<file path="src/rtl/nim_move_ctrl.sv">
// +-----------------------------------------------------------------------------+
// | nim_move_ctrl: Nim move entry sequencer (edge detect, arbitration, handshake)|
// | Revision: 1.0                                                               |
// +-----------------------------------------------------------------------------+
`default_nettype none

module nim_move_ctrl #(
  parameter int NUM_PILES = 3,
  parameter int CNT_W     = 4,
  parameter int MAX_TAKE  = 7,
  parameter int PILE_W    = $clog2(NUM_PILES)
) (
  input  logic                       clk,
  input  logic                       reset_n,
  input  logic [3:0]                 btn_lvl,
  input  logic [NUM_PILES*CNT_W-1:0] pile_sizes,
  output logic                       move_valid,
  input  logic                       move_ready,
  output logic [PILE_W-1:0]          move_pile,
  output logic [CNT_W-1:0]           move_count,
  output logic [PILE_W-1:0]          sel_pile,
  output logic [CNT_W-1:0]           sel_count,
  output logic                       cur_player,
  output logic                       game_over
);

  typedef enum logic [1:0] {
    S_SELECT = 2'd0,
    S_COUNT  = 2'd1,
    S_ISSUE  = 2'd2
  } state_t;

  localparam logic [CNT_W-1:0]  C_MAX_TAKE = CNT_W'(MAX_TAKE);
  localparam logic [PILE_W-1:0] C_LAST     = PILE_W'(NUM_PILES - 1);
  localparam logic [CNT_W-1:0]  C_ONE      = CNT_W'(1);

  state_t              r_state;
  logic [3:0]          r_prev;
  logic [PILE_W-1:0]   r_sel_pile;
  logic [CNT_W-1:0]    r_sel_count;
  logic                r_player;
  logic                r_valid;
  logic                r_game_over;
  logic [PILE_W-1:0]   r_move_pile;
  logic [CNT_W-1:0]    r_move_count;

  logic [CNT_W-1:0]    w_sizes [NUM_PILES];
  logic [CNT_W-1:0]    w_cur_size;
  logic [CNT_W-1:0]    w_limit;
  logic [3:0]          w_press;
  logic                w_do_cancel;
  logic                w_do_confirm;
  logic                w_do_take;
  logic                w_do_pile;
  logic                w_all_zero;

  for (genvar i = 0; i < NUM_PILES; i++) begin : g_unpack
    assign w_sizes[i] = pile_sizes[i*CNT_W +: CNT_W];
  end

  assign w_cur_size = w_sizes[r_sel_pile];
  assign w_limit    = (w_cur_size < C_MAX_TAKE) ? w_cur_size : C_MAX_TAKE;
  assign w_all_zero = (pile_sizes == '0);

  // Only the highest-priority rising edge acts; the rest are dropped.
  assign w_press      = btn_lvl & ~r_prev;
  assign w_do_cancel  = w_press[3];
  assign w_do_confirm = w_press[2] & ~w_press[3];
  assign w_do_take    = w_press[1] & ~w_press[2] & ~w_press[3];
  assign w_do_pile    = w_press[0] & ~w_press[1] & ~w_press[2] & ~w_press[3];

  always_ff @(posedge clk or negedge reset_n) begin
    if (!reset_n) begin
      r_state      <= S_SELECT;
      r_prev       <= 4'b1111;
      r_sel_pile   <= '0;
      r_sel_count  <= '0;
      r_player     <= 1'b0;
      r_valid      <= 1'b0;
      r_game_over  <= 1'b0;
      r_move_pile  <= '0;
      r_move_count <= '0;
    end else begin
      r_prev      <= btn_lvl;
      r_game_over <= w_all_zero;
      case (r_state)
        S_SELECT: begin
          if (w_do_confirm) begin
            if ((w_cur_size != '0) && !r_game_over) begin
              r_state     <= S_COUNT;
              r_sel_count <= C_ONE;
            end
          end else if (w_do_pile) begin
            r_sel_pile <= (r_sel_pile == C_LAST) ? '0 : r_sel_pile + 1'b1;
          end
        end
        S_COUNT: begin
          if (w_do_cancel) begin
            r_state     <= S_SELECT;
            r_sel_count <= '0;
          end else if (w_do_confirm) begin
            r_state      <= S_ISSUE;
            r_valid      <= 1'b1;
            r_move_pile  <= r_sel_pile;
            r_move_count <= r_sel_count;
          end else if (w_do_take) begin
            r_sel_count <= (r_sel_count >= w_limit) ? C_ONE : r_sel_count + 1'b1;
          end
        end
        S_ISSUE: begin
          if (move_ready) begin
            r_state     <= S_SELECT;
            r_valid     <= 1'b0;
            r_player    <= ~r_player;
            r_sel_count <= '0;
          end
        end
        default: begin
          r_state <= S_SELECT;
          r_valid <= 1'b0;
        end
      endcase
    end
  end

  assign move_valid = r_valid;
  assign move_pile  = r_move_pile;
  assign move_count = r_move_count;
  assign sel_pile   = r_sel_pile;
  assign sel_count  = r_sel_count;
  assign cur_player = r_player;
  assign game_over  = r_game_over;

endmodule

`default_nettype wire

</file>
<file path="config.mk">
export PLATFORM = sky130hd
export DESIGN_NAME = nim_move_ctrl
export DESIGN_NICKNAME = d
export VERILOG_FILES = /design/src/rtl/nim_move_ctrl.sv
export SDC_FILE = /design/constraint.sdc
export NUM_CORES = 1
export LEC_CHECK = 0
export CAP_MARGIN = 30
export CORE_MARGIN = 2
export CORE_UTILIZATION = 40
export DETAILED_ROUTE_END_ITERATION = 12
export MAX_ROUTING_LAYER = met4
export PLACE_DENSITY = 0.68
export SLEW_MARGIN = 0
export SYNTH_ARGS = -nofsm -noshare
export SYNTH_HDL_FRONTEND = slang
export SYNTH_SLANG_ARGS = --single-unit
</file>
<file path="constraint.sdc">
create_clock -name clk -period 7.35 [get_ports clk]
set_input_delay 1.47 -clock clk [delete_from_list [all_inputs] [get_ports clk]]
set_output_delay 1.47 -clock clk [all_outputs]
set_load 0.03 [all_outputs]
</file>
==> results.md <==
| Quantity | Reported | Unit |
|:---|:---|:---|
| Run status | complete, no violations | - |
| Antenna violations before repair | 0 | - |
| Via density per instance | 5.46 | - |
| R2R cell count | 9 | - |
| Number of standard-cell rows in the floorplan | 20 | - |
| Share of async-settable or async-resettable flops after synthesis | 1.00 | - |
| Vias | 994 | - |
| CTS HTree Levels | 1 | - |
| Post-synth top area share | 0.342 | - |
| Crit path launch | pile_sizes[11] | - |
| Worst slew margin | 0.390 | - |
| Port bufs | 33 | - |
| Post-CTS resize count | 0 | - |
| Crit path kind | in2reg | - |
| Signed area change from the synthesized netlist to the final layout | 30.2 | % |
| Switching power | 0.000264 | W |
| Die footprint | 3570 | sq um |
| RSZ-0062 raised after global routing | no | - |
| Number of synthesized flops with an enable pin | 0 | - |
| Cell types with the largest area share after synthesis | dfrtp_1, dfstp_2, ha_1, mux2_2, mux2i_1 | - |
| Clock Latency Late Sink | 0.30 | ns |
| Clock root buffer master | clkbuf_4 | - |
| Critical path arrival | 4.17 | ns |
| Instance count of the mapped netlist | 114 | - |
| Count of cell types in the netlist | 41 | - |
| Vert. Die Dim | 59.7 | um |
| Dominant cell by count in the synthesized netlist | dfrtp_1 | - |
| Placer's final routability congestion estimate | 0.731 | - |
| Inserted Diodes | 0 | - |
| Final Hold Vio Count | 0 | - |
| Worst Setup Slack post-DPL | 3.09 | ns |
| Sum of routed wire length over all layers | 2650 | um |
| Leak pwr | 0.697 | nW |
| Kind of start point of the critical path | input pin | - |
| Maximum root-to-sink buffer count | 2 | - |
| Cell area after placement | 1590 | sq um |
| Cell at the slowest stage of the critical path | or3b_2 | - |
| Vias in the first global route | 991 | - |
| Max-cap viol count | 0 | - |
| Delay of the slowest critical-path stage | 0.48 | ns |
| Clock transition at the registers of the reported paths | 0.11 | ns |
| Worst hold path type | reg2reg | - |
| Maximum number of pins on one net before global-route repair | 22 | - |
| Cell area after technology mapping | 1240 | sq um |
| Synth top cells by count | dfrtp_1, ha_1, nor2_1 | - |
| Flip-flop and latch count after synthesis | 21 | - |
| Global-route wire length before repair | 4370 | um |
| Fin worst setup slack | 3.41 | ns |
| DRC violation count after routing | 0 | - |
| Num CTS Buffers | 3 | - |
| Share of the cycle needed by the critical path after routing | 0.537 | - |
| Sequential-to-total area share from yosys stat | 0.427 | - |
| Total track usage | 0.169 | - |
| NumNets Final | 177 | - |
| Setup TNS after final layout | 0 | ns |
| Area of all placed cells without fillers | 1620 | sq um |
| Number of DRC markers after the initial detailed-route iteration | 56 | - |
| Capture point of the worst reg-to-reg path | sel_count[3] | - |
| Total internal power | 0.000335 | W |
| Predominant post-synthesis flop cell | dfrtp_1 | - |
| Logic pwr share | 0.592 | - |
| Critical Path, Cell by Cell | clkdlybuf4s50_1 > mux2i_4 > o2bb2ai_2 > or3b_2 > ha_1 > nand2b_1 > a2111o_1 > a21oi_1 > a311oi_1 > o22ai_1 | - |
| Portion of total power attributed to sequential cells | 0.316 | - |
| First drt pass iteration count | 4 | - |
| Final core utilization | 0.539 | - |
| Floorplan Core Area | 3000 | sq um |
| CTS Hold Buffers Added | 0 | - |
| Start of the worst register-to-register path | sel_pile[1] | - |
| Total power divided by cell area | 370 | nW/um^2 |
| Number of warnings printed during yosys synthesis | 0 | - |
| Post-CTS Setup Repair Bufs | 0 | - |
| Capturing element of the worst setup path | sel_count[3] | - |
| Crit path required time | 7.58 | ns |
| Post-route non-filler standard cell count | 182 | - |
| Final critical path time including I/O delays and setup | 3.94 | ns |
| Fraction of final layout cells sized beyond drive strength 1 | 0.134 | - |
| CTS tree | done | - |
| Number of nets with antenna violations after detailed routing | 0 | - |
| Sinks on Clock Net | 21 | - |
| Setup slack of the worst register-to-register path | 4.27 | ns |
| Number of top-level pins | 34 | - |
| Sort of element at the end of the critical path | register | - |
| Average instance area after synthesis | 10.9 | sq um |
| Post-synthesis net count | 141 | - |
| Switching portion of total power | 0.441 | - |
| Number of instances in the placed design | 178 | - |
| Die width | 59.7 | um |
| Starting Density | 0.414 | - |
| Highest clock rate | 0.254 | GHz |
| Detailed-route wire length per cell | 14.5 | um |
| Max-slew violation count | 0 | - |
| Largest vdd supply drop | 0.190 | mV |
| Detailed Place HPWL | 2030 | um |
| Largest clock skew in the final design | 0.00250 | ns |
| Final Setup Violations | 0 | - |
| Highest fanout seen on the critical path | 4 | - |
| Clk pwr share | 0.091 | - |
| Sum of overflow across all layers after global routing | 0 | - |
| Cell accounting for the most synthesized area | dfrtp_1 | - |
| Slew at the pin closest to its max-slew limit | 0.912 | ns |
[flip-flops by register name, summed over array words and instances (netlist names)]
signal / cells
move_pile: 2
move_valid: 1
cur_player: 1
r_prev: 4
sel_pile: 2
move_count: 4
game_over: 1
sel_count: 4
r_state: 2
[stage by stage]
stage | hold slack (ns) | total power (W)
detailed placement | 0.467 | 0.000547
finish | 0.488 | 0.000599
global route | 0.506 | 0.000648
floorplan | 0.530 | 0.000442
CTS | 0.490 | 0.000606
global placement | 0.463 | 0.000538
[how the worst min path moves through the flow]
| stage | start | to | depth (start not counted) |
|---|---|---|---|
| 2_1_floorplan | r_state[1] | r_state[1] | 1 |
| 3_3_place_gp | move_count[3] | move_count[3] | 2 |
| 3_5_place_dp | cur_player | cur_player | 1 |
| 4_1_cts | cur_player | cur_player | 1 |
| 5_1_grt | cur_player | cur_player | 1 |
| 6_report | cur_player | cur_player | 1 |
[worst max-delay path: cells and delay by family]
family	cells	cell delay, ns
buf+inv	1	0.47
mux	1	0.16
simple gates	2	0.63
compound gates	5	1.16
fa+ha+maj	1	0.28
[routing by layer]
metal	wire (um)	track usage
met5	0	-
met4	14	0.0571
met3	157	0.0260
met2	1290	0.280
met1	1190	0.209
[placed cells by master (no fill, tap or decap), drive strengths merged, types with 3 or more instances in the layout]
cell type      synthesis  routed
nand2b                 6       6
dfstp                  4       4
nor4                   3       3
clkbuf                 0       4
ha                     8       8
nand2                  6       6
clkdlybuf4s50          0      33
nor2                   7       7
nand3                  5       5
o21ai                  6       6
o2bb2ai                3       3
dfrtp                 17      17
mux2                   7       7
inv                    6       6
mux2i                  5       5
[layout make-up]
cell class / count / area, sq um
clock buffer: 4 / 26.3
timing repair buffer: 33 / 330
tap: 33 / 41.3
inverter: 6 / 22.5
fill: 276 / 1390
sequential: 21 / 531
multi-input combinational: 85 / 667
[cell families (layout without fill, tap and decap cells)]
group           Yosys count  after routing  synth area share
compound gates           24             24             0.156
xor+xnor                  1              1           0.00705
fa+ha+maj                 8              8            0.0806
buf+inv                   8             43            0.0363
flops                    21             21             0.427
mux                      12             12             0.117
other cells               1              1           0.00302
simple gates             39             39             0.173
[power by group through the flow]
| stage | combinational, W | clock (W) | sequential (W) |
|---|---|---|---|
| 2_1_floorplan | 0.000212 | 0 | 0.000230 |
| 3_3_place_gp | 0.000346 | 0 | 0.000191 |
| 3_5_place_dp | 0.000356 | 0 | 0.000191 |
| 4_1_cts | 0.000358 | 0.0000580 | 0.000189 |
| 5_1_grt | 0.000389 | 0.0000635 | 0.000196 |
| 6_report | 0.000355 | 0.0000548 | 0.000190 |
No activity file was read; power rests on OpenSTA's default activity.
==> variant 1, RTL diff (same flow settings) <==
Make the reset (`reset_n`) synchronous in one clocked block.
--- a/src/rtl/nim_move_ctrl.sv
+++ b/src/rtl/nim_move_ctrl.sv
@@ -69,7 +69,7 @@
   assign w_do_take    = w_press[1] & ~w_press[2] & ~w_press[3];
   assign w_do_pile    = w_press[0] & ~w_press[1] & ~w_press[2] & ~w_press[3];
 
-  always_ff @(posedge clk or negedge reset_n) begin
+  always_ff @(posedge clk) begin
     if (!reset_n) begin
       r_state      <= S_SELECT;
       r_prev       <= 4'b1111;
Function: differs if reset_n is asserted again (counterexample within 4 cycles, from zero or initial values and one cycle with reset_n low); with reset_n held inactive, the same outputs for 10 cycles.
==> variant 1 against the original RTL <==
  * Wire length up 6.3%
  * Critical path depth unchanged
  * Clock skew up 3.7 ps
  * Register-to-register slack better by 580 ps
  * Utilization up 0.46 points
  * Final cell count up 20%
  * Setup slack better by 480 ps
  * Design area up 1.7%
  * Synthesized area up 0.91%
  * Via count up 11%
  * Sequential cell count unchanged
  * Critical endpoint is now sel_count[0]$_SDFFE_PN0P_
  * Highest routed layer unchanged
Power is not compared: it rests on default switching activity, and its combinational part moved more than twofold at a synthesized area within 25%.
==> variant 1: results <==
metrics = {
    "status": {
        "status": "complete, no violations",
    },
    "synthesis": {
        "synth_seq_cells": 21,
        "synth_xor_area_frac": 0.00699,
        "synth.distinct_cells": 40,
        "ys_top_cells_by_count": "dfxtp_1, nand2_1, nor2_1",
        "async_reset_ff_frac": 0,
        "synth_nets": 171,
        "synth_fa_ha_area_frac": 0.0898,
        "synth_mux_area_frac": 0.0768,
        "ys_seq_area_frac": 0.335,
        "synthTopCellsByArea": "dfxtp_1, ha_1, mux2i_1",
        "synth_compound_area_frac": 0.159,
    },
    "drt": {
        "first_iter_violations": 14,
        "routed-wl-met2_um": 1360,
        "met3_length_um": 148,
        "wl_met1_um": 1290,
        "drtPass1Iterations": 3,
        "routed_wl_um": 2810,
        "via_per_inst": 5.08,
    },
    "global_route": {
        "grt_use_met2": 0.301,
        "gr-usage-met3": 0.0281,
        "grt_pass1_wl_um": 4530,
        "grtUsageTotal": 0.168,
        "grt_pass1_vias": 1098,
        "use_met1": 0.193,
        "grt_max_degree": 16,
    },
    "placement": {
        "pre_cts_slack_ps": 3530,
        "dp_hpwl_um": 2280,
        "routabilityCongestion": 0.843,
    },
    "worst_setup_path": {
        "crit_slowest_cell": "clkdlybuf4s50_1",
        "cp.arrival_ps": 3660,
    },
    "final_layout": {
        "multi_input_area_um2": 790,
        "multi_input_gates": 111,
        "signal_buffers": 34,
        "nClkBuffers": 3,
        "nonClkBufAreaFrac": 0.205,
        "inverters": 4,
        "sh_seq_area": 0.256,
        "drive_above_1_share": 0.0862,
        "final-clk-cell-share": 0.0167,
        "finalNetCount": 203,
    },
    "timing": {
        "max_slew_margin": 0.560,
        "skew_ps": 6.22,
    },
    "worst_hold_path": {
        "whs_path_depth": 2,
    },
}
[variant 1: cell count changes in the layout (fill, tap and decap cells not counted), sizes merged, moves of 4 or more]
cell	before	now
dfrtp	17	0
nor2	7	11
dfxtp	0	21
a21oi	2	8
nand2	6	17
dfstp	4	0
nor2b	2	7
mux2	7	2
[variant 1: final timing paths]
path	from	to	slack [ps]
worst max-delay path	pile_sizes[3]	sel_count[0]$_SDFFE_PN0P_	3890
worst min-delay path	move_count[0]$_SDFFE_PN0P_	move_count[0]$_SDFFE_PN0P_	470
worst max register to register	sel_pile[0]$_SDFFE_PN0P_	sel_count[0]$_SDFFE_PN0P_	4850
worst min register to register	move_count[0]$_SDFFE_PN0P_	move_count[0]$_SDFFE_PN0P_	470
[variant 1: metrics by stage]
stage	cells	area, um^2	util
floorplan	143	1250	-
global placement	213	1610	0.532
detailed placement	213	1610	0.532
CTS	217	1640	0.541
global route	218	1650	0.543
finish	218	1650	0.543
==> variant 2, RTL diff (same flow settings) <==
Without the edit above. Set the parameter `CNT_W` to 5 (it was 4).
--- a/src/rtl/nim_move_ctrl.sv
+++ b/src/rtl/nim_move_ctrl.sv
@@ -6,7 +6,7 @@
 
 module nim_move_ctrl #(
   parameter int NUM_PILES = 3,
-  parameter int CNT_W     = 4,
+  parameter int CNT_W     = 5,
   parameter int MAX_TAKE  = 7,
   parameter int PILE_W    = $clog2(NUM_PILES)
 ) (
Ports: changed (resized move_count, pile_sizes and sel_count); port bits go from 34 to 39. No check against the original RTL was run, so the function may have changed too.
==> variant 2 against the original RTL <==
  * Design area grew 10%
  * Hold slack lost 9.8 ps
  * Synthesized area grew 7.5%
  * Wire length grew 1.8%
  * Clock power grew 4.4%
  * Sequential cell count grew 2
  * Global-route usage shrank 0.41 points
  * Setup slack gained 130 ps
  * Sequential power grew 9%
  * Via count grew 9.8%
  * Combinational power grew 5.9%
  * Total power grew 6.9%
  * Clock skew grew 7.9 ps
  * Final cell count grew 15%
  * Critical endpoint is now sel_count[2]$_DFFE_PN0P_
  * Largest cell class unchanged
  * Largest power group unchanged
==> variant 2: results <==
metrics = {
    "timing": {
        "max_slew_margin": 0.668,
        "worst_slack_ps": 3540,
        "hold_ws_ps": 478,
        "skew_ps": 10.4,
    },
    "final_layout": {
        "finalNetCount": 195,
        "sh_seq_area": 0.325,
        "drive_above_1_share": 0.158,
        "final-clk-cell-share": 0.0154,
        "final-instance-count-excl-fill": 209,
        "multi_input_area_um2": 706,
        "multi_input_gates": 93,
        "signal_buffers": 39,
        "regArea_um2": 581,
        "fill_cells": 299,
        "nClkBuffers": 3,
        "nonClkBufAreaFrac": 0.221,
        "seq_cell_count": 23,
    },
    "drt": {
        "vias": 1091,
        "routed-wl-met2_um": 1320,
        "met3_length_um": 135,
        "wl_per_cell_um": 12.9,
        "wl_met1_um": 1200,
        "first_iter_violations": 15,
    },
    "worst_setup_path": {
        "cp.arrival_ps": 4070,
        "cp_max_fo": 6,
        "startpoint": "pile_sizes[14]",
        "timing.rr.end": "sel_count[2]$_DFFE_PN0P_",
        "r2r_cells": 10,
        "r2r_slack_ps": 4460,
        "crit_slowest_cell": "a2111oi_4",
        "critPathTopFamily": "simple AND/OR/NAND/NOR gates",
    },
    "global_route": {
        "grt_pass1_wl_um": 4530,
        "grtUsageTotal": 0.164,
        "grt_max_degree": 16,
    },
    "status": {
        "status": "complete, no violations",
    },
    "synthesis": {
        "synth.distinct_cells": 42,
        "ys_warn_count": 0,
        "ys_seq_area_frac": 0.435,
        "synth_nets": 154,
        "ys_top_cells_by_count": "dfrtp_1, nor2_1, ha_1, nand2_1, o21ai_0",
        "synthTopCellsByArea": "dfrtp_1, dfstp_2, ha_1",
        "syn_inst": 125,
    },
    "cts": {
        "clkLatencyLatePin_ps": 310,
        "clk_transition_reported_paths_ps": 130,
    },
    "power_and_ir_drop": {
        "power.share.switching": 0.440,
        "peakVddDrop_mv": 0.163,
        "p_leak_nw": 0.744,
    },
    "placement": {
        "routabilityCongestion": 0.907,
        "portBuffers": 38,
        "dp_hpwl_um": 2250,
        "placed_area_mm2": 0.00176,
        "pre_cts_slack_ps": 3220,
    },
    "worst_hold_path": {
        "whs_path_depth": 1,
    },
}
## variant 2: power groups by stage
stage / registers (mW) / logic (mW) / clock network [mW]
after floorplan: 0.253 / 0.222 / 0
after global placement: 0.208 / 0.369 / 0
after detailed placement: 0.210 / 0.377 / 0
after CTS: 0.208 / 0.379 / 0.0605
after global routing: 0.215 / 0.413 / 0.0632
final: 0.208 / 0.376 / 0.0572
## variant 2: per-layer routing
| metal | vias up | global-route usage |
|---|---|---|
| li1 | 534 | - |
| met2 | 33 | 0.274 |
| met3 | 5 | 0.0248 |
| met5 | - | - |
| met4 | 0 | 0.0547 |
| met1 | 519 | 0.205 |
## variant 2: cell families after synthesis
family,Yosys count,share of synthesized area
simple gates,53,0.235
flops,23,0.435
compound gates,20,0.122
mux,12,0.0993
buf+inv,9,0.0365
fa+ha+maj,7,0.0656
xor+xnor,1,0.00656
